## config.mk

```make
export PLATFORM = sky130hd
export DESIGN_NAME = mem_port_arbiter_flat
export DESIGN_NICKNAME = d
export VERILOG_FILES = /design/src/rtl/mem_arb_pkg.sv /design/src/rtl/mem_port_arbiter_if.sv /design/src/rtl/mem_arb_rtag_pipe.sv /design/src/rtl/mem_port_arbiter.sv /design/src/flat_wrapper.sv
export SDC_FILE = /design/constraint.sdc
export NUM_CORES = 1
export LEC_CHECK = 0
export ABC_AREA = 1
export BUFFER_PORTS_ARGS = -buffer_cell sky130_fd_sc_hd__buf_4
export CORE_MARGIN = 1
export CORE_UTILIZATION = 37
export CTS_CLUSTER_SIZE = 20
export DETAILED_ROUTE_END_ITERATION = 16
export PLACE_DENSITY = 0.77
export SETUP_SLACK_MARGIN = 0.2
export SLEW_MARGIN = 5
export SYNTH_ARGS = -nofsm -noshare
export SYNTH_HDL_FRONTEND = slang
export SYNTH_SLANG_ARGS = --single-unit
```

## constraint.sdc

```tcl
create_clock -name arb_clk -period 1.5 [get_ports arb_clk]
set_input_delay 0.15 -clock arb_clk [delete_from_list [all_inputs] [get_ports arb_clk]]
set_output_delay 0.15 -clock arb_clk [all_outputs]
set_load 0.005 [all_outputs]
```

## src/rtl/mem_arb_pkg.sv

```systemverilog
// rtl/mem_arb_pkg.sv - shared types and defaults for the RAM port arbiter
// Purpose: arbitration state encoding, owner encoding, read-return tag
//          layout and default geometry shared by the arbiter files.
// Ports:   none (package).
package mem_arb_pkg;

  localparam int ADDR_W_DEF    = 7;
  localparam int DATA_W_DEF    = 32;
  localparam int DEPTH_DEF     = 128;
  localparam int MAX_BURST_DEF = 8;

  typedef enum logic [1:0] {
    ST_IDLE    = 2'd0,
    ST_DMA_OWN = 2'd1,
    ST_FPU_OWN = 2'd2
  } arb_state_e;

  typedef enum logic {
    OWN_DMA = 1'b0,
    OWN_FPU = 1'b1
  } owner_e;

  // Travels alongside an accepted access until its read data is on arb_rdata.
  typedef struct packed {
    logic   vld;    // accepted read
    owner_e owner;  // requester that gets the data
    logic   err;    // address was out of range, return zero
  } rtag_t;

endpackage

```

## src/rtl/mem_port_arbiter_if.sv

```systemverilog
// rtl/mem_port_arbiter_if.sv - requester and RAM-side signal bundle for the arbiter
// Purpose: groups both requester ports, the shared read-return bus and the
//          single-port RAM drive into one bundle.
// Ports (slave = arbiter side):
//   dma_req/we/addr/wdata in, dma_gnt/dma_rvalid out
//   fpu_req/we/addr/wdata in, fpu_gnt/fpu_rvalid out
//   arb_rdata/arb_err/arb_busy out
//   ram_addr/ram_we/ram_wdata out, ram_rdata in
interface mem_port_arbiter_if
  import mem_arb_pkg::*;
#(
  parameter int ADDR_W = ADDR_W_DEF,
  parameter int DATA_W = DATA_W_DEF
);

  logic              dma_req;
  logic              dma_we;
  logic [ADDR_W-1:0] dma_addr;
  logic [DATA_W-1:0] dma_wdata;
  logic              dma_gnt;
  logic              dma_rvalid;

  logic              fpu_req;
  logic              fpu_we;
  logic [ADDR_W-1:0] fpu_addr;
  logic [DATA_W-1:0] fpu_wdata;
  logic              fpu_gnt;
  logic              fpu_rvalid;

  logic [DATA_W-1:0] arb_rdata;
  logic              arb_err;
  logic              arb_busy;

  logic [ADDR_W-1:0] ram_addr;
  logic              ram_we;
  logic [DATA_W-1:0] ram_wdata;
  logic [DATA_W-1:0] ram_rdata;

  modport slave (
    input  dma_req, dma_we, dma_addr, dma_wdata,
    output dma_gnt, dma_rvalid,
    input  fpu_req, fpu_we, fpu_addr, fpu_wdata,
    output fpu_gnt, fpu_rvalid,
    output arb_rdata, arb_err, arb_busy,
    output ram_addr, ram_we, ram_wdata,
    input  ram_rdata
  );

  modport master (
    output dma_req, dma_we, dma_addr, dma_wdata,
    input  dma_gnt, dma_rvalid,
    output fpu_req, fpu_we, fpu_addr, fpu_wdata,
    input  fpu_gnt, fpu_rvalid,
    input  arb_rdata, arb_err, arb_busy,
    input  ram_addr, ram_we, ram_wdata,
    output ram_rdata
  );

endinterface

```

## src/rtl/mem_arb_rtag_pipe.sv

```systemverilog
// rtl/mem_arb_rtag_pipe.sv - two-stage read-return tag delay line
// Purpose: delays the tag of each accepted access by two cycles so it lines
//          up with the RAM read data; reset drops every in-flight tag.
// Ports:
//   clk    in   clock, rising edge
//   rst    in   asynchronous active-high reset
//   tag_i  in   tag of the access accepted this cycle
//   tag_o  out  tag of the access accepted two cycles ago
module mem_arb_rtag_pipe
  import mem_arb_pkg::*;
(
  input  logic  clk,
  input  logic  rst,
  input  rtag_t tag_i,
  output rtag_t tag_o
);

  rtag_t s1_q;
  rtag_t s2_q;

  always_ff @(posedge clk or posedge rst) begin
    if (rst) begin
      s1_q <= '0;
      s2_q <= '0;
    end else begin
      s1_q <= tag_i;
      s2_q <= s1_q;
    end
  end

  assign tag_o = s2_q;

endmodule

```

## src/rtl/mem_port_arbiter.sv

```systemverilog
// rtl/mem_port_arbiter.sv - round-robin DMA/FPU arbiter for the single-port RAM
// Purpose: one RAM access per cycle shared between the DMA loader and the FPU
//          path; round-robin with burst lock-in capped at MAX_BURST grants.
//          Grants are combinational, RAM drive is registered, read data
//          returns two cycles after the grant.
// Ports:
//   arb_clk    in   clock, rising edge
//   arb_reset  in   asynchronous active-high reset
//   bus        slave modport of mem_port_arbiter_if (requesters + RAM)
module mem_port_arbiter
  import mem_arb_pkg::*;
#(
  parameter int ADDR_W    = ADDR_W_DEF,
  parameter int DATA_W    = DATA_W_DEF,
  parameter int DEPTH     = DEPTH_DEF,
  parameter int MAX_BURST = MAX_BURST_DEF
) (
  input  logic              arb_clk,
  input  logic              arb_reset,
  mem_port_arbiter_if.slave bus
);

  localparam int               CNT_W     = $clog2(MAX_BURST + 1);
  localparam logic [CNT_W-1:0] BEAT_LAST = CNT_W'(MAX_BURST - 1);
  localparam logic [ADDR_W:0]  DEPTH_L   = (ADDR_W + 1)'(DEPTH);

  arb_state_e        state_q, state_d;
  owner_e            last_q, last_d;
  logic [CNT_W-1:0]  beat_q, beat_d;
  owner_e            owner_nxt, cur_own;
  logic              take, cur_req, oth_req;

  logic              sel_we, addr_err;
  logic [ADDR_W-1:0] sel_addr;
  logic [DATA_W-1:0] sel_wdata;

  logic [ADDR_W-1:0] ram_addr_q, ram_addr_d;
  logic [DATA_W-1:0] ram_wdata_q, ram_wdata_d;
  logic              ram_we_q, ram_we_d;
  logic              err_q, err_d;

  rtag_t             tag_in, tag_out;

  assign cur_own = (state_q == ST_FPU_OWN) ? OWN_FPU : OWN_DMA;
  assign cur_req = (cur_own == OWN_FPU) ? bus.fpu_req : bus.dma_req;
  assign oth_req = (cur_own == OWN_FPU) ? bus.dma_req : bus.fpu_req;

  // Arbitration: the state records who was granted last cycle, beat_q counts
  // extra grants beyond the first in the current run.
  always_comb begin
    owner_nxt = OWN_DMA;
    take      = 1'b0;
    beat_d    = beat_q;
    last_d    = last_q;
    state_d   = ST_IDLE;
    case (state_q)
      ST_IDLE: begin
        beat_d = '0;
        if (bus.dma_req && bus.fpu_req) begin
          take      = 1'b1;
          owner_nxt = (last_q == OWN_DMA) ? OWN_FPU : OWN_DMA;
        end else if (bus.dma_req) begin
          take      = 1'b1;
          owner_nxt = OWN_DMA;
        end else if (bus.fpu_req) begin
          take      = 1'b1;
          owner_nxt = OWN_FPU;
        end
      end
      default: begin
        if (cur_req && (beat_q < BEAT_LAST || !oth_req)) begin
          take      = 1'b1;
          owner_nxt = cur_own;
          if (beat_q < BEAT_LAST) beat_d = beat_q + 1'b1;
        end else if (oth_req) begin
          take      = 1'b1;
          owner_nxt = owner_e'(~cur_own);
          beat_d    = '0;
          last_d    = cur_own;
        end else begin
          beat_d = '0;
        end
      end
    endcase
    if (take) state_d = (owner_nxt == OWN_FPU) ? ST_FPU_OWN : ST_DMA_OWN;
  end

  assign sel_we    = (owner_nxt == OWN_FPU) ? bus.fpu_we    : bus.dma_we;
  assign sel_addr  = (owner_nxt == OWN_FPU) ? bus.fpu_addr  : bus.dma_addr;
  assign sel_wdata = (owner_nxt == OWN_FPU) ? bus.fpu_wdata : bus.dma_wdata;
  assign addr_err  = ({1'b0, sel_addr} >= DEPTH_L);

  // Out-of-range accesses are still accepted but never reach the RAM as writes.
  assign ram_addr_d  = take ? sel_addr  : ram_addr_q;
  assign ram_wdata_d = take ? sel_wdata : ram_wdata_q;
  assign ram_we_d    = take & sel_we & ~addr_err;
  assign err_d       = take & addr_err;

  always_ff @(posedge arb_clk or posedge arb_reset) begin
    if (arb_reset) begin
      state_q     <= ST_IDLE;
      last_q      <= OWN_FPU;
      beat_q      <= '0;
      ram_addr_q  <= '0;
      ram_wdata_q <= '0;
      ram_we_q    <= 1'b0;
      err_q       <= 1'b0;
    end else begin
      state_q     <= state_d;
      last_q      <= last_d;
      beat_q      <= beat_d;
      ram_addr_q  <= ram_addr_d;
      ram_wdata_q <= ram_wdata_d;
      ram_we_q    <= ram_we_d;
      err_q       <= err_d;
    end
  end

  assign tag_in.vld   = take & ~sel_we;
  assign tag_in.owner = owner_nxt;
  assign tag_in.err   = take & addr_err;

  mem_arb_rtag_pipe u_rtag_pipe (
    .clk   (arb_clk),
    .rst   (arb_reset),
    .tag_i (tag_in),
    .tag_o (tag_out)
  );

  assign bus.dma_gnt    = take & (owner_nxt == OWN_DMA);
  assign bus.fpu_gnt    = take & (owner_nxt == OWN_FPU);
  assign bus.dma_rvalid = tag_out.vld & (tag_out.owner == OWN_DMA);
  assign bus.fpu_rvalid = tag_out.vld & (tag_out.owner == OWN_FPU);
  assign bus.arb_rdata  = tag_out.err ? '0 : bus.ram_rdata;
  assign bus.arb_err    = err_q;
  assign bus.arb_busy   = (state_q != ST_IDLE);
  assign bus.ram_addr   = ram_addr_q;
  assign bus.ram_we     = ram_we_q;
  assign bus.ram_wdata  = ram_wdata_q;

endmodule

```

## src/flat_wrapper.sv

```systemverilog
// flat-port wrapper written by rule: the top's interface ports become plain ports
module mem_port_arbiter_flat import mem_arb_pkg::*;
#(
  parameter int ADDR_W    = ADDR_W_DEF,
  parameter int DATA_W    = DATA_W_DEF,
  parameter int DEPTH     = DEPTH_DEF,
  parameter int MAX_BURST = MAX_BURST_DEF
)
  (arb_clk, arb_reset, bus_dma_req, bus_dma_we, bus_dma_addr, bus_dma_wdata, bus_dma_gnt, bus_dma_rvalid, bus_fpu_req, bus_fpu_we, bus_fpu_addr, bus_fpu_wdata, bus_fpu_gnt, bus_fpu_rvalid, bus_arb_rdata, bus_arb_err, bus_arb_busy, bus_ram_addr, bus_ram_we, bus_ram_wdata, bus_ram_rdata);
  mem_port_arbiter_if #(.ADDR_W(ADDR_W), .DATA_W(DATA_W)) bus_i ();
  input  logic arb_clk;
  input  logic arb_reset;
  input wire logic [$bits(bus_i.dma_req)-1:0] bus_dma_req;
  input wire logic [$bits(bus_i.dma_we)-1:0] bus_dma_we;
  input wire logic [$bits(bus_i.dma_addr)-1:0] bus_dma_addr;
  input wire logic [$bits(bus_i.dma_wdata)-1:0] bus_dma_wdata;
  output wire logic [$bits(bus_i.dma_gnt)-1:0] bus_dma_gnt;
  output wire logic [$bits(bus_i.dma_rvalid)-1:0] bus_dma_rvalid;
  input wire logic [$bits(bus_i.fpu_req)-1:0] bus_fpu_req;
  input wire logic [$bits(bus_i.fpu_we)-1:0] bus_fpu_we;
  input wire logic [$bits(bus_i.fpu_addr)-1:0] bus_fpu_addr;
  input wire logic [$bits(bus_i.fpu_wdata)-1:0] bus_fpu_wdata;
  output wire logic [$bits(bus_i.fpu_gnt)-1:0] bus_fpu_gnt;
  output wire logic [$bits(bus_i.fpu_rvalid)-1:0] bus_fpu_rvalid;
  output wire logic [$bits(bus_i.arb_rdata)-1:0] bus_arb_rdata;
  output wire logic [$bits(bus_i.arb_err)-1:0] bus_arb_err;
  output wire logic [$bits(bus_i.arb_busy)-1:0] bus_arb_busy;
  output wire logic [$bits(bus_i.ram_addr)-1:0] bus_ram_addr;
  output wire logic [$bits(bus_i.ram_we)-1:0] bus_ram_we;
  output wire logic [$bits(bus_i.ram_wdata)-1:0] bus_ram_wdata;
  input wire logic [$bits(bus_i.ram_rdata)-1:0] bus_ram_rdata;
  assign bus_i.dma_req = bus_dma_req;
  assign bus_i.dma_we = bus_dma_we;
  assign bus_i.dma_addr = bus_dma_addr;
  assign bus_i.dma_wdata = bus_dma_wdata;
  assign bus_dma_gnt = bus_i.dma_gnt;
  assign bus_dma_rvalid = bus_i.dma_rvalid;
  assign bus_i.fpu_req = bus_fpu_req;
  assign bus_i.fpu_we = bus_fpu_we;
  assign bus_i.fpu_addr = bus_fpu_addr;
  assign bus_i.fpu_wdata = bus_fpu_wdata;
  assign bus_fpu_gnt = bus_i.fpu_gnt;
  assign bus_fpu_rvalid = bus_i.fpu_rvalid;
  assign bus_arb_rdata = bus_i.arb_rdata;
  assign bus_arb_err = bus_i.arb_err;
  assign bus_arb_busy = bus_i.arb_busy;
  assign bus_ram_addr = bus_i.ram_addr;
  assign bus_ram_we = bus_i.ram_we;
  assign bus_ram_wdata = bus_i.ram_wdata;
  assign bus_i.ram_rdata = bus_ram_rdata;
  mem_port_arbiter #(.ADDR_W(ADDR_W), .DATA_W(DATA_W), .DEPTH(DEPTH), .MAX_BURST(MAX_BURST)) u_core (.arb_clk(arb_clk), .arb_reset(arb_reset), .bus(bus_i));
endmodule
```

# Yosys cells after proc, flatten, opt, wreduce, memory -nomap -nowiden
# Index checks and enable logic that the tools add are counted.
dict set report word_totals {
  wordCells 56
  reg_bits 51
  mem_count 0
  romBits 0
  latch_bits 0
  ram_bits 0
  out_inout_bits 78
  in_bits 116
}
dict set report op_classes {
  magnitude_cmp 1
  n_shift 0
  eq_ne 2
  reduce_logical 7
  multipliers 0
  add_sub_neg 1
  n_bitwise 12
  mux 23
  n_div 0
}
# op count
set ops {}
lappend ops {{2-to-1 mux 32 bit} 1}
lappend ops {{2-to-1 mux 1 bit} 16}
lappend ops {{2-to-1 mux 4 bit} 3}
lappend ops {{2-to-1 mux 7 bit} 1}
lappend ops {{AND 1 bit} 6}
lappend ops {{inverter 1 bit} 6}
lappend ops {{adder 4 x 1 -> 4 bit (second input constant)} 1}
lappend ops {{less-than comparator 4 x 3 -> 1 bit (second input constant)} 1}
lappend ops {{2-to-1 mux 2 bit} 2}
lappend ops {{!= test 3 x 2 -> 1 bit (second input constant)} 1}
lappend ops {{AND reduction 3 bit} 1}
lappend ops {{== test 2 bit (second input constant)} 1}
lappend ops {{logical AND 1 bit} 2}
lappend ops {{zero test 2 bit} 1}
lappend ops {{nonzero test 2 bit} 1}
lappend ops {{zero test 1 bit} 1}
lappend ops {{logical OR 1 bit} 1}

# Depth between registers and ports, before layout
# Gate-level depths: netlist (run 1).
dict set report depth {
  word_depth 11
  mapped_depth 12
}

# Hierarchy
# From an unflattened synthesis (run 1), not the netlist that was laid out.
dict set report hier_totals {
  cells_unflattened 354
  hier_area_um2 2728.9
}
# mod area_per_inst_um2 seq_area_each_um2 instances cells_each
set modules_own_cells {}
lappend modules_own_cells {mem_port_arbiter 2575.0 1177.4 1 347}
lappend modules_own_cells {mem_arb_rtag_pipe 153.9 150.1 1 7}

# Worst setup path after synthesis (run 1)
# Ideal clock, no wire load.
dict set report synth_path {
  path_kind {register -> output}
  from {register u_core.beat_q[0]}
  to {output bus_dma_gnt}
  arrival_time_ns 1.383
  required_ns 1.350
  path_stages_with_launch 11
  n_path_buf 1
  path_slack_ns -0.033
  cell_sequence {dfrtp_1 -> ha_1 -> nand2_1 -> nand2_1 -> nand2_1 -> nand2_1 -> nand2_1 -> nand2_4 -> nand2_4 -> buf_6 -> nor2_1}
}
dict set report synth_via {
  elab_chain_len 7
  word_cells_on_any_way 9
}
# item line
set synth_rtl {}
lappend synth_rtl {{from (decl)} mem_port_arbiter.sv:29} ;# logic [CNT_W-1:0] beat_q, beat_d;
lappend synth_rtl {{from (signal assigned)} mem_port_arbiter.sv:111} ;# beat_q <= beat_d;
lappend synth_rtl {{less-than comparator 4 x 3 -> 1 bit} mem_port_arbiter.sv:71} ;# if (cur_req && (beat_q < BEAT_LAST || !oth_req)) begin
lappend synth_rtl {{logical OR 1 bit} mem_port_arbiter.sv:71}
lappend synth_rtl {{logical AND 1 bit} mem_port_arbiter.sv:71}
lappend synth_rtl {{2-to-1 mux 1 bit} mem_port_arbiter.sv:71}
lappend synth_rtl {{2-to-1 mux 1 bit} mem_port_arbiter.sv:56} ;# case (state_q)
lappend synth_rtl {{net u_core.owner_nxt} mem_port_arbiter.sv:30} ;# owner_e owner_nxt, cur_own;
lappend synth_rtl {{inverter 1 bit} mem_port_arbiter.sv:130} ;# assign bus.dma_gnt = take & (owner_nxt == OWN_DMA);
lappend synth_rtl {{AND 1 bit} mem_port_arbiter.sv:130}
lappend synth_rtl {{to (decl)} flat_wrapper.sv:17} ;# output wire logic [$bits(bus_i.dma_gnt)-1:0] bus_dma_gnt;
# The timed path passes the listed nets, and every way through them passes these cells.

# Worst setup path in the final report (run 1)
dict set report layout_path {
  from {register u_core.beat_q[1]}
  to {output bus_fpu_gnt}
}
dict set report layout_via {
  elab_chain_len 6
  word_cells_on_any_way 8
}
# item line
set layout_rtl {}
lappend layout_rtl {{less-than comparator 4 x 3 -> 1 bit (*)} mem_port_arbiter.sv:71}
lappend layout_rtl {{logical OR 1 bit (*)} mem_port_arbiter.sv:71}
lappend layout_rtl {{logical AND 1 bit (*)} mem_port_arbiter.sv:71}
lappend layout_rtl {{2-to-1 mux 1 bit} mem_port_arbiter.sv:71}
lappend layout_rtl {{2-to-1 mux 1 bit} mem_port_arbiter.sv:56}
lappend layout_rtl {{AND 1 bit (*)} mem_port_arbiter.sv:131} ;# assign bus.fpu_gnt = take & (owner_nxt == OWN_FPU);
lappend layout_rtl {{to (decl)} flat_wrapper.sv:23} ;# output wire logic [$bits(bus_i.fpu_gnt)-1:0] bus_fpu_gnt;
# Every way passes the cells marked *; elsewhere a longest branch is shown, timed or not.

==> flow_summary.json, run 1 <==
{
  "critPathArrivalTime_ns": 1.62,
  "met3_length_um": 552,
  "routabilityCongestion": 0.8207,
  "grt_max_degree": 25,
  "cts.clk_slew.worst_paths_ns": 0.09,
  "hold_violations": 0,
  "period_share_pct": 118.2,
  "cts.path.max_buffers": 2,
  "coreArea_um2": 6832,
  "fin_ws_ns": -0.2724,
  "power.density_nw_per_um2": 1888,
  "final_common_cell": "buf_4",
  "place_ws_ns": -0.08274,
  "crit_top_cell": "nand2_4",
  "seqPwrFrac_pct": 29.9,
  "clkPwrFrac_pct": 11.6,
  "syn_inst": 318,
  "synth-xor-area-share_pct": 0,
  "h-tree-depth": 2,
  "worstPathRequired_ns": 1.35,
  "drtPass1Iterations": 4,
  "grt_pass1_vias": 2741,
  "drv_slew": 0,
  "fmax_mhz": 564.2,
  "status": "finished, violations left",
  "dp_hpwl_um": 5463,
  "synth_compound_area_share_pct": 1.612,
  "slowest_stage": "dfrtp_1",
  "vias": 2828,
  "ir_worst_vdd_mv": 0.8861,
  "ios": 194,
  "syn_area_um2": 2639,
  "synth_mux_area_share_pct": 0,
  "die_h_um": 86.45,
  "drc_errors": 0,
  "fin_crit_ns": 1.772,
  "violations": "setup timing",
  "num_rows": 30,
  "grt_setup_unrepaired": "yes",
  "viasPerCell": 5.237,
  "synth_adder_area_share_pct": 0.4742,
  "drive_above_1_share_pct": 54.05,
  "syn2layout_area_growth_pct": 63.96,
  "grt_pass1_wl_um": 12990,
  "slowest_delay_ns": 0.42,
  "worst-setup-path-type": "reg2out",
  "crit_fanout": 3,
  "grt-ovfl-total": 0,
  "combinationalPowerShare_pct": 58.5,
  "drt-met1-wl_um": 3387,
  "synth_simple_gate_area_share_pct": 34.09,
  "cts_buffers": 5,
  "synth_seq_cells": 51,
  "fill_cells": 562,
  "wl_met2_um": 4525,
  "grt_usage_pct": 22.57,
  "synth_cell_type_count": 19,
  "chipWidth_um": 86.45,
  "start_kind": "flop",
  "yosys_warnings": 0,
  "cts_tree": "done",
  "crit_chain": "ha_4 > nand2_4 > nand2_4 > nand2_4 > nand2_4 > nand2_4 > nand2_4 > buf_12 > nand2_4 > buf_6",
  "final_nets": 560,
  "final_util_pct": 63.33,
  "syn_area_per_cell_um2": 8.298,
  "seq_area_frac_synth_pct": 48.41,
  "mostFrequentLayoutCells": "148 x buf_4, 72 x nand2_1, 49 x dfrtp_1, 39 x nand4_1, 26 x nand3_1",
  "p_switching_mw": 3.033,
  "n_antenna_cell": 0,
  "cts_root_buffer": "clkbuf_8",
  "finClkSkew_ns": 0.01039,
  "setup_viol_count_final": 45,
  "p_leak_nw": 2.260,
  "clock-sinks": 51,
  "hp-class": "in2reg",
  "critPathBufInv": 2,
  "power_mw": 8.170,
  "max-cap-violations": 0,
  "antenna_found_initial": 0,
  "drt_iter0_drc": 134,
  "cp_top_family": "simple AND/OR/NAND/NOR gates",
  "portBuffers": 128,
  "synth_top_family_by_area": "simple AND/OR/NAND/NOR gates",
  "die-area_um2": 7474,
  "synth_nets": 435,
  "wire_per_inst_um": 16.02,
  "p_int_mw": 5.137,
  "wl_um": 8650,
  "clk_latency_ns": 0.30,
  "end_kind": "output pin",
  "start_util_pct": 38.63,
  "maxUsedRoutingLayer": "met4",
  "p_sw_share_pct": 37.12,
  "antenna_left": 0
}
power groups by stage:
stage	clock (mW)	sequential, mW	combinational, mW
after global placement	0	2.40	3.21
after global routing	1.02	2.52	5.12
after detailed placement	0	2.40	3.31
final	0.949	2.44	4.78
after floorplan	0	2.43	1.60
after CTS	0.968	2.41	4.54
cell usage after synthesis, drive strengths merged:
cell type	number	area, um^2
nand4	39	244.0
or2	1	6.260
o21ai	2	10.01
dfstp	1	26.28
inv	11	41.29
dfrtp	50	1251
nor2	8	30.03
a21oi	4	23.77
clkbuf	11	41.29
a41oi	1	8.760
nand2	101	394.1
ha	1	12.51
nand3	45	225.2
buf	42	320.3
conb	1	3.750
per-layer routing:
metal | vias up | global-route usage (%)
met5 | - | 0
met4 | 0 | 7.121
met3 | 17 | 5.048
met2 | 140 | 40.91
met1 | 1390 | 26.49
li1 | 1281 | -
cell families (layout without fill, tap and decap cells):
family / count (synthesis) / in the layout
adders and majority gates: 1 / 1
and+or+nand+nor: 194 / 194
DFF: 51 / 51
other: 1 / 1
AOI/OAI and AO/OA: 7 / 7
buffers and inverters: 64 / 190
final timing paths:
path	start	to	slack, ns	cells after the start
max in group asynchronous	arb_reset	u_core.last_q	0.56	4
min reg2reg	u_core.u_rtag_pipe.s1_q[2]	u_core.u_rtag_pipe.tag_o[2]	0.36	0
min in group asynchronous	arb_reset	u_core.bus.ram_wdata[30]	0.43	3
max reg2reg	u_core.beat_q[1]	u_core.bus.ram_addr[1]	-0.26	11
max	u_core.beat_q[1]	bus_fpu_gnt	-0.27	10
min	bus_fpu_wdata[27]	u_core.bus.ram_wdata[27]	0.04	3
state kept, by name, indices dropped and copies added, names as in the netlist:
name,flops
u_core.bus.ram_wdata,32
u_core.bus.ram_addr,7
u_core.beat_q,4
u_core.state_q,2
u_core.u_rtag_pipe.s1_q,2
u_core.u_rtag_pipe.tag_o,2
u_core.bus.ram_we,1
u_core.last_q,1
worst register-to-register path, delay by kind of cell (launching register included):
family,cells,cell delay [ns]
simple gates,8,0.60
buf+inv,2,0.43
flops,1,0.42
fa+ha+maj,1,0.18
repair_timing:
action	in CTS	in global routing
buffers inserted	13	6
setup endpoints to repair	49	52
hold endpoints to repair	16	0
gates resized for setup	75	23
gates cloned	4	0
hold buffers	1	0
pin swaps	18	10
through the flow:
step | instances | hold WS (ns) | TNS, ns | instance area, um^2
CTS | 534 | 0.03843 | -8.401 | 4180
finish | 540 | 0.03824 | -8.455 | 4327
global route | 540 | 0.03409 | -11.84 | 4327
global placement | 508 | 0.1787 | 0 | 3590
detailed placement | 508 | 0.1889 | -1.500 | 3590
floorplan | 318 | 0.1983 | 0 | 2665
cell type report:
class	count	area [um^2]	share of cell area, %
timing repair buffer	171	1484	34.30
multi-input combinational	203	1290	29.81
sequential	51	1279	29.55
tap	96	120.1	2.776
clock buffer	7	76.32	1.764
inverter	11	47.55	1.099
clock inverter	1	30.03	0.6940
Note: power is estimated with default switching activity, not from simulation.
==> run 2: changes to the inputs <==
Settings changed: ABC_AREA 1 to unset, CELL_PAD_IN_SITES_DETAIL_PLACEMENT set to 0, CELL_PAD_IN_SITES_GLOBAL_PLACEMENT set to 1, CORE_UTILIZATION 37 to 27, PLACE_DENSITY 0.77 to 0.76.
==> flow_summary.json, run 2 <==
{
  "status": "finished, violations left",
  "violations": "setup timing",
  "synth_seq_cells": 51,
  "synth-xor-area-share_pct": 0,
  "antenna_found_initial": 0,
  "syn_area_um2": 3064,
  "num_rows": 38,
  "hold_slack_ns": 0.06802,
  "wl_um": 9183,
  "finClkSkew_ns": 0.01080,
  "portBuffers": 128,
  "drc_errors": 0,
  "synth_ff_type": "dfrtp_1",
  "die_h_um": 108.5,
  "cts_tree": "done",
  "start_util_pct": 28.02,
  "seq_area_frac_synth_pct": 41.69,
  "hold_violations": 0,
  "post-route-cell-area_um2": 4527,
  "mostFrequentLayoutCells": "148 x buf_4, 50 x dfrtp_1, 44 x nor2_1, 44 x a21oi_1, 39 x mux2i_1",
  "start_kind": "flop",
  "grt_setup_unrepaired": "yes",
  "power.density_nw_per_um2": 886.8,
  "max-cap-violations": 0,
  "syn2layout_area_growth_pct": 47.73,
  "fmax_mhz": 559.1,
  "yosys_warnings": 0,
  "chipWidth_um": 108.5,
  "period_share_pct": 119.2,
  "yosysTopAreaCell": "dfrtp_1",
  "grt_pass1_vias": 2682,
  "n_antenna_cell": 0,
  "placed_cells": 547,
  "fill_cells": 1093,
  "antenna_left": 0,
  "setup_viol_count_final": 44,
  "synth_nets": 430,
  "place_area_um2": 4106,
  "syn_inst": 313,
  "synth_most_common_cell": "dfrtp_1",
  "worstPathRequired_ns": 1.67,
  "h-tree-depth": 2,
  "grt_max_degree": 52,
  "yosys-top-cells-count": "50 x dfrtp_1, 46 x a21oi_1, 44 x nor2_1",
  "clk_latency_ns": 0.29,
  "cts.clk_slew.worst_paths_ns": 0.07,
  "largest_reg_flops": 32,
  "cts_root_buffer": "clkbuf_16",
  "grt_usage_pct": 14.54,
  "synth_simple_gate_area_share_pct": 8.248,
  "clock-sinks": 51,
  "critPathArrivalTime_ns": 1.96,
  "coreArea_um2": 10940,
  "synth_mux_area_share_pct": 12.74,
  "routabilityCongestion": 0.7520,
  "end_kind": "flop",
  "wire_per_inst_um": 16.14,
  "place_ws_ns": -0.1800,
  "final_nets": 545,
  "vias": 2777,
  "p_leak_nw": 2.129,
  "grt_pass1_wl_um": 13350,
  "dp_hpwl_um": 6250,
  "cts.path.max_buffers": 2,
  "drive_above_1_share_pct": 47.55,
  "viasPerCell": 4.880,
  "synth-async-reset-ratio_pct": 100.0,
  "synth_area_leaders": "dfrtp_1 41%, mux2i_1 13%, buf_4 8.6%",
  "drv_slew": 0,
  "synth_top_family_by_area": "compound AO/OA/AOI/OAI gates",
  "synth_top_area_share_pct": 40.83,
  "synth_adder_area_share_pct": 0.4083,
  "final_common_cell": "buf_4",
  "synth_cell_type_count": 30,
  "grt-ovfl-total": 0,
  "rrSetupSlack_ns": -0.29,
  "die-area_um2": 11780,
  "synth_edf_count": 0,
  "ios": 194,
  "cts_buffers": 5,
  "syn_area_per_cell_um2": 9.790,
  "synth_compound_area_share_pct": 24.09,
  "ir_worst_vdd_mv": 0.3972,
  "drt_iter0_drc": 123,
  "fin_ws_ns": -0.2886,
  "hp-class": "in2reg",
  "worst-setup-path-type": "reg2reg",
  "finalNonFillerCells": 569,
  "drtPass1Iterations": 4,
  "fin_crit_ns": 1.789,
  "crit_fanout": 5
}
run 2: cell families (layout without fill, tap and decap cells):
| group | count (synthesis) | count (layout) |
|---|---|---|
| buffers and inverters | 62 | 178 |
| AOI/OAI and AO/OA | 99 | 99 |
| muxes | 39 | 39 |
| other | 1 | 1 |
| DFF | 51 | 51 |
| adders and majority gates | 1 | 1 |
| and+or+nand+nor | 60 | 60 |
run 2: what timing repair did:
action,in CTS,in global routing
gates resized for setup,8,16
gates cloned,0,4
endpoints found under the setup margin,47,50
hold buffers,1,0
setup buffers,6,3
hold endpoints to repair,50,0
pin swaps,3,5
run 2: layout make-up:
type	instances	area, um^2	share of cell area [%]
Multi-Input combinational cell	200	1539	34.00
Clock inverter	1	5.005	0.1106
Sequential cell	51	1277	28.22
Tap cell	140	175.2	3.870
Inverter	6	26.28	0.5804
Timing Repair Buffer	164	1361	30.07
Clock buffer	7	142.6	3.151
run 2: critical path, stage by stage, from the launching register on:
cell	delay, ns
dfrtp_1	0.41
ha_4	0.19
a21oi_4	0.13
o211ai_1	0.15
buf_4	0.18
buf_6	0.11
a21oi_4	0.13
buf_6	0.16
clkbuf_16	0.16
o2bb2ai_2	0.06
run 2: report_power, final:
part	internal, mW	leakage (nW)	total, mW	switching, mW
Clock	0.663	0.0739	1.15	0.488
Sequential	1.55	0.612	1.66	0.113
Combinational	0.686	1.44	1.20	0.513
run 2: routing by layer:
layer | track usage [%] | up-vias | share of wire (%)
met3 | 2.532 | 35 | 5.9
li1 | - | 1315 | -
met1 | 17.92 | 1334 | 43
met4 | 5.792 | 0 | 2.6
met5 | 0 | - | 0
met2 | 25.05 | 93 | 49
run 2: through the flow:
step,TNS (ns),power [mW],util [%]
6_report,-11.01,4.014,41.40
5_1_grt,-15.80,4.247,41.40
4_1_cts,-10.26,4.009,39.74
3_5_place_dp,-6.315,2.773,37.55
3_3_place_gp,-5.488,2.744,37.55
2_1_floorplan,-1.700,2.227,-
run 2: path summary, 6_finish.rpt:
path	from	endpoint	depth (start not counted)
worst min-delay path	bus_fpu_addr[3]	u_core.bus.ram_addr[3]	2
worst min register to register	u_core.u_rtag_pipe.s1_q[2]	u_core.u_rtag_pipe.tag_o[2]	0
max in group asynchronous	arb_reset	u_core.last_q	4
worst max-delay path	u_core.beat_q[1]	u_core.bus.ram_wdata[29]	9
worst max register to register	u_core.beat_q[1]	u_core.bus.ram_wdata[29]	9
min in group asynchronous	arb_reset	u_core.bus.ram_we	4
